## src/rtl/sipo_framed.sv

```systemverilog
// rtl/sipo_framed.sv - framed serial-in/parallel-out deserialiser with held word and valid strobe
// Optional feature macro: SIPO_PARITY_EN (trailing parity bit per frame, checked into par_err).
module sipo_framed #(
  parameter int WIDTH      = 8,
  parameter bit MSB_FIRST  = 1'b1,
  parameter bit ODD_PARITY = 1'b0
) (
  input  logic                         clk,
  input  logic                         rst,
  input  logic                         s_en,
  input  logic                         s_in,
  input  logic                         clr,
  output logic [WIDTH-1:0]             p_out,
  output logic                         p_valid,
  output logic                         busy,
  output logic [$clog2(WIDTH+1)-1:0]   bit_cnt,
  output logic                         par_err
);

  localparam int CW = $clog2(WIDTH + 1);
`ifdef SIPO_PARITY_EN
  localparam int FL = WIDTH + 1;
`else
  localparam int FL = WIDTH;
`endif
  localparam logic [CW-1:0] LAST = CW'(FL - 1);

  logic [WIDTH-1:0] sr;
  logic [WIDTH-1:0] sr_next;
  logic             last_bit;

  always_comb begin
    sr_next = sr;
    if (MSB_FIRST) sr_next = {sr[WIDTH-2:0], s_in};
    else           sr_next = {s_in, sr[WIDTH-1:1]};
  end

  assign last_bit = (bit_cnt == LAST);
  assign busy     = (bit_cnt != '0);

  // With parity enabled the last bit of a frame is the parity bit, so sr
  // already holds the complete data word when it arrives.
  always_ff @(posedge clk) begin
    if (rst) begin
      sr      <= '0;
      bit_cnt <= '0;
      p_out   <= '0;
      p_valid <= 1'b0;
    end else begin
      p_valid <= 1'b0;
      if (clr) begin
        sr      <= '0;
        bit_cnt <= '0;
      end else if (s_en) begin
        if (last_bit) begin
          bit_cnt <= '0;
          p_valid <= 1'b1;
          sr      <= '0;
`ifdef SIPO_PARITY_EN
          p_out   <= sr;
`else
          p_out   <= sr_next;
`endif
        end else begin
          bit_cnt <= bit_cnt + CW'(1);
          sr      <= sr_next;
        end
      end
    end
  end

`ifdef SIPO_PARITY_EN
  always_ff @(posedge clk) begin
    if (rst) begin
      par_err <= 1'b0;
    end else if (!clr && s_en && last_bit) begin
      par_err <= ((^sr) ^ s_in) != ODD_PARITY;
    end
  end
`else
  logic unused_odd_parity;
  assign unused_odd_parity = ODD_PARITY;
  assign par_err = 1'b0;
`endif

endmodule

```

## config.mk

```make
export PLATFORM = sky130hd
export DESIGN_NAME = sipo_framed
export DESIGN_NICKNAME = d
export VERILOG_FILES = /design/src/rtl/sipo_framed.sv
export SDC_FILE = /design/constraint.sdc
export NUM_CORES = 1
export LEC_CHECK = 0
export CELL_PAD_IN_SITES_DETAIL_PLACEMENT = 2
export CELL_PAD_IN_SITES_GLOBAL_PLACEMENT = 2
export CORE_MARGIN = 5
export CORE_UTILIZATION = 28
export DETAILED_ROUTE_END_ITERATION = 12
export PLACE_DENSITY_LB_ADDON = 0.3
export SLEW_MARGIN = 15
export SYNTH_ARGS = -nofsm -noshare
export SYNTH_HDL_FRONTEND = slang
export SYNTH_SLANG_ARGS = --single-unit
```

## constraint.sdc

```tcl
create_clock -name clk -period 1.8 [get_ports clk]
set_clock_uncertainty 0.15 [all_clocks]
set_input_delay 0.36 -clock clk [delete_from_list [all_inputs] [get_ports clk]]
set_output_delay 0.36 -clock clk [all_outputs]
set_load 0.05 [all_outputs]
```

==> results of run 1 <==
## flip-flops by register name (all words and copies together) (netlist names)
name	flops
sr	7
p_out	8
p_valid	1
bit_cnt	4
## per-stage QoR
stage | hold slack, ns | cell area, µm²
after floorplan | 0.300 | 871
after global placement | 0.308 | 1110
after detailed placement | 0.321 | 1110
after CTS | 0.340 | 1160
after global routing | 0.364 | 1170
final | 0.334 | 1170
## tightest hold or removal path, cell delays in order, from the launching register on
cell      delay [ns]
dfxtp_1         0.33
nand2b_1        0.06
mux2i_1         0.06
## worst max path at each step
stage	endpoint	cells past startpoint
floorplan	p_out[0]	3
global placement	bit_cnt[3]	5
detailed placement	bit_cnt[3]	5
CTS	busy	4
global route	busy	4
finish	busy	4
## power by group
group          total [mW]  switching (mW)  internal, mW
Clock               0.371           0.146         0.225
Combinational      0.0677          0.0366        0.0310
Sequential          0.447         0.00282         0.444
Total               0.886           0.186         0.700
## cells by family (layout without fill, tap and decap cells)
family	after synthesis	after routing
AO/OA/AOI/OAI	9	9
other	1	1
buffers and inverters	7	28
AND/OR/NAND/NOR	45	45
adder cells (fa/ha/maj)	2	2
flip-flops	20	20
XOR/XNOR	1	1
multiplexers	9	9
## layout make-up
cell class	instances	area [µm²]
fill	339	1840
clock inverter	1	30.0
inverter	2	7.51
clock buffer	3	22.5
timing repair buffer	22	225
multi-input combinational	67	435
tap	33	41.3
sequential	20	405
## synthesized netlist by cell type
master	count
ha_1	2
nand4b_1	1
inv_1	2
a21oi_1	9
nand2_1	3
nand3_1	8
or3_1	1
nand4_1	1
nor2_1	4
nor2_4	1
buf_2	2
mux2i_1	9
nand2b_1	24
or2_2	1
nand3b_1	1
clkbuf_1	2
xor2_1	1
conb_1	1
buf_4	1
dfxtp_1	20
## repair_timing
item | 4_1_cts | 5_1_grt
endpoints found under the setup margin | 0 | 1
hold endpoints to repair | 0 | 0
resized for setup | 0 | 1
## routing by layer
metal  vias to the layer above  GRT usage
li1                        348          -
met4                         0     0.0466
met5                         -          0
met3                         2     0.0239
met1                       343      0.119
met2                        12      0.181
==> results.sh, run 1 <==
export IMPL_row_count=20
export IMPL_setup_ws_ns=0.0907
export IMPL_antenna_found_initial=0
export IMPL_design_core_area_mm2=0.00300
export IMPL_power_leakage_nw=0.418
export IMPL_r2r_start="bit_cnt[1]"
export IMPL_dp_cells=144
export IMPL_synth_nets=101
export IMPL_yosys_area_top_type="dfxtp_1"
export IMPL_final_cell_mix="24 x nand2b_1, 18 x dfxtp_1, 14 x buf_4, 9 x mux2i_1, 9 x a21oi_1"
export IMPL_wl_per_cell_um=13.9
export IMPL_synth_area_um2=868
export IMPL_vias=705
export IMPL_worstRegToRegCells=5
export IMPL_cp_end_kind="primary output"
export IMPL_dr_pass1_iters=4
export IMPL_synth_area_leaders="dfxtp_1 46%, nand2b_1 17%, mux2i_1 10%"
export IMPL_final_max_slew_violation_count=0
export IMPL_crit_fanout=5
export IMPL_instances_no_fill=148
export IMPL_dieArea_mm2=0.00432
export IMPL_setup_viol=0
export IMPL_vdd_drop_max_mv=0.272
export IMPL_cts_setup_buffers=0
export IMPL_ys_warn_count=0
export IMPL_r2r_end="p_out[5]"
export IMPL_path_cells="inv_1, ha_1, nand2_1, buf_12"
export IMPL_p_total_mw=0.886
export IMPL_rsz0062_at_grt="false"
export IMPL_drive_gt1_frac=0.226
export IMPL_min_to="p_out[3]"
export IMPL_clockBufferDepth=2
export IMPL_wirelength_um=2060
export IMPL_critPathKind="register to primary output"
export IMPL_cts_tree="built"
export IMPL_synth_yosys_seq_area_share=0.461
export IMPL_drc=0
export IMPL_fp_dieH_um=65.7
export IMPL_grt_pass1_wl_um=3480
export IMPL_hold_start="p_out[3]"
export IMPL_nets=123
export IMPL_holdPathStages=2
export IMPL_dp_final_hpwl_um=1540
export IMPL_hp_class="register to register"
export IMPL_reg2reg_slack_ns=0.30
export IMPL_crit_family="flip-flops"
export IMPL_wl_met3_um=86
export IMPL_path_clk_slew_ns=0.12
export IMPL_ys_ff_latch=20
export IMPL_grt_max_degree=17
export IMPL_detail_route_antenna_nets=0
export IMPL_fin_crit_ns=1.71
export IMPL_drtIter0Drc=11
export IMPL_critPathLaunchType="register"
export IMPL_cts_root_buf="clkbuf_4"
export IMPL_yosys_area_share_simple=0.303
export IMPL_ios=20
export IMPL_min_period_over_period=0.950
export IMPL_routabilityCongestion=0.672
export IMPL_portBuffers=18
export IMPL_synth_mux_area_fraction=0.104
export IMPL_highest_layer="met4"
export IMPL_die_w_um=65.7
export IMPL_cts_sinks=20
export IMPL_wl_met2_um=1040
export IMPL_areaGrowthSynthToFinish_pct=34.4
export IMPL_startpoint="bit_cnt[0]"
export IMPL_synth_top_family_by_area="simple AND/OR/NAND/NOR gates"
export IMPL_drt_met1_wl_um=919
export IMPL_finish_utilization=0.389
export IMPL_clock_fmax_mhz=585
export IMPL_antenna_cells=0
export IMPL_crit_path_top_delay_cell="dfxtp_4"
export IMPL_clock_latency_ns=0.30
export IMPL_yosysUniqueCellTypes=20
export IMPL_required_ns=1.29
export IMPL_tns_ns=0
export IMPL_cp_arrival_ns=1.20
export IMPL_status="complete, no violations"
export IMPL_synth_top_area_share=0.461
export IMPL_gr_usage_all_layers=0.104
export IMPL_synth_fa_ha_area_frac=0.0288
export IMPL_syn_area_per_cell_um2=9.24
export IMPL_grt_overflow_total=0
export IMPL_path_buf_inv=2
export IMPL_start_util=0.289
export IMPL_powerDensity_mw_per_mm2=759
export IMPL_via_per_inst=4.76
export IMPL_cts_buffers=3
export IMPL_cap_viol_max_count=0
export IMPL_crit_path_max_incr_delay_ns=0.39
export IMPL_htree_levels=1
export IMPL_hold_violations=0
export IMPL_hold_buffers=0
export IMPL_layout_commonest_cell="nand2b_1"
export IMPL_synthCells=94
export IMPL_grt_pass1_vias=776
export IMPL_synth_compound_area_frac=0.0519
export IMPL_dpl_worst_slack_ns=0.0100
export IMPL_synth_xor_area_frac=0.0101
(Power assumes the default switching activity.)
==> inputs of run 2 (changes only) <==
clock period = 1.9 ns   (was 1.8 ns; I/O delays follow)
==> run 2 against run 1 <==
Setup slack better by 0.071 ns. Worst hold slack worse by 0.0025 ns. Cell count down 1.4%. First-iteration DRC count up 18%. Combinational power down 5.8%. Clock-buffer cell count unchanged. Via count down 0.43%. Routed wire length down 3.2%. Clock power down 47%. Sequential cell count unchanged. Power down 23%. Design area down 6.8%. Largest power group unchanged.
==> results.sh, run 2 (synthesized netlist as in run 1, its figures left out) <==
export IMPL_cp_arrival_ns=1.21
export IMPL_wirelength_um=2000
export IMPL_gr_usage_all_layers=0.104
export IMPL_antenna_cells=0
export IMPL_dp_cells=143
export IMPL_place_area_mm2=0.00106
export IMPL_drtIter0Drc=13
export IMPL_grt_max_degree=17
export IMPL_vias=702
export IMPL_timing_hold_ws_ns=0.331
export IMPL_grt_pass1_wl_um=3410
export IMPL_setup_ws_ns=0.161
export IMPL_cts_tree="built"
export IMPL_critPathLaunchType="register"
export IMPL_final_max_slew_violation_count=0
export IMPL_cts_root_buf="clkbuf_4"
export IMPL_largest_reg_flops=8
export IMPL_cp_end_kind="primary output"
export IMPL_clock_fmax_mhz=575
export IMPL_clock_latency_ns=0.29
export IMPL_ios=20
export IMPL_portBuffers=18
export IMPL_design_core_area_mm2=0.00300
export IMPL_dieArea_mm2=0.00432
export IMPL_drive_gt1_frac=0.204
export IMPL_detail_route_antenna_nets=0
export IMPL_path_clk_slew_ns=0.11
export IMPL_final_area_mm2=0.00109
export IMPL_min_period_over_period=0.915
export IMPL_cts_buffers=3
export IMPL_p_total_mw=0.685
export IMPL_tns_ns=0
export IMPL_largestRegisters="p_out x8, sr x7, bit_cnt x4"
export IMPL_instances_no_fill=146
export IMPL_dpl_worst_slack_ns=0.00459
export IMPL_drc=0
export IMPL_start_util=0.289
export IMPL_dp_final_hpwl_um=1520
export IMPL_fin_crit_ns=1.74
export IMPL_areaGrowthSynthToFinish_pct=25.4
export IMPL_htree_levels=1
export IMPL_hold_violations=0
export IMPL_power_leakage_nw=0.390
export IMPL_via_per_inst=4.81
export IMPL_rsz0062_at_grt="false"
export IMPL_routabilityCongestion=0.651
export IMPL_fp_dieH_um=65.7
export IMPL_row_count=20
export IMPL_nets=122
export IMPL_dr_pass1_iters=2
export IMPL_final_cell_mix="24 x nand2b_1, 19 x dfxtp_1, 16 x buf_4, 9 x mux2i_1, 9 x a21oi_1"
export IMPL_top_register="p_out"
export IMPL_wl_per_cell_um=13.7
export IMPL_setup_viol=0
export IMPL_required_ns=1.37
export IMPL_grt_pass1_vias=755
export IMPL_status="complete, no violations"
export IMPL_layout_commonest_cell="nand2b_1"
export IMPL_antenna_found_initial=0
export IMPL_crit_fanout=5
export IMPL_cts_sinks=20
export IMPL_hold_buffers=0
export IMPL_grt_overflow_total=0
export IMPL_cap_viol_max_count=0
export IMPL_hp_class="register to register"
export IMPL_clockBufferDepth=2
export IMPL_vdd_drop_max_mv=0.204
export IMPL_die_w_um=65.7
export IMPL_critPathKind="register to primary output"
export IMPL_powerDensity_mw_per_mm2=630
export IMPL_finish_utilization=0.363
[run 2: cell count changes in the layout (fill, tap and decap cells not counted), sizes merged]
cell	delta
bufinv	-1
buf	-1
[run 2: final timing paths]
path / from / to / slack, ns / cells past startpoint
min: p_out[7] / p_out[7] / 0.33 / 2
min reg2reg: p_out[7] / p_out[7] / 0.33 / 2
max: bit_cnt[0] / busy / 0.16 / 4
max reg2reg: bit_cnt[1] / p_out[5] / 0.26 / 4
[run 2: worst max-delay path, stage by stage (launching register included)]
cell	delay, ns
dfxtp_2	0.39
inv_1	0.08
ha_1	0.19
nand2_1	0.11
buf_12	0.15
[run 2: cell type report]
cell class	count	area, µm²
fillers	336	1910
flip-flops and latches	20	402
inverters	2	7.51
multi-input cells	67	435
repair buffers	21	180
clock buffers	3	22.5
well taps	33	41.3
[run 2: power breakdown]
part	internal [mW]	switching (mW)	total, mW	leakage (nW)
combinational	0.0293	0.0345	0.0638	0.215
clock	0.0738	0.124	0.198	0.0138
sequential	0.421	0.00259	0.424	0.162
[run 2: what timing repair did]
action | 4_1_cts | 5_1_grt
endpoints found under the setup margin | 0 | 1
buffers inserted | 0 | 0
resized for setup | 0 | 1
[run 2: routing by layer]
metal | up-vias | share of wire | global-route usage
li1 | 346 | - | -
met1 | 338 | 0.46 | 0.123
met2 | 14 | 0.48 | 0.176
met3 | 4 | 0.044 | 0.0239
met4 | 0 | 0.013 | 0.0466
met5 | - | 0 | 0
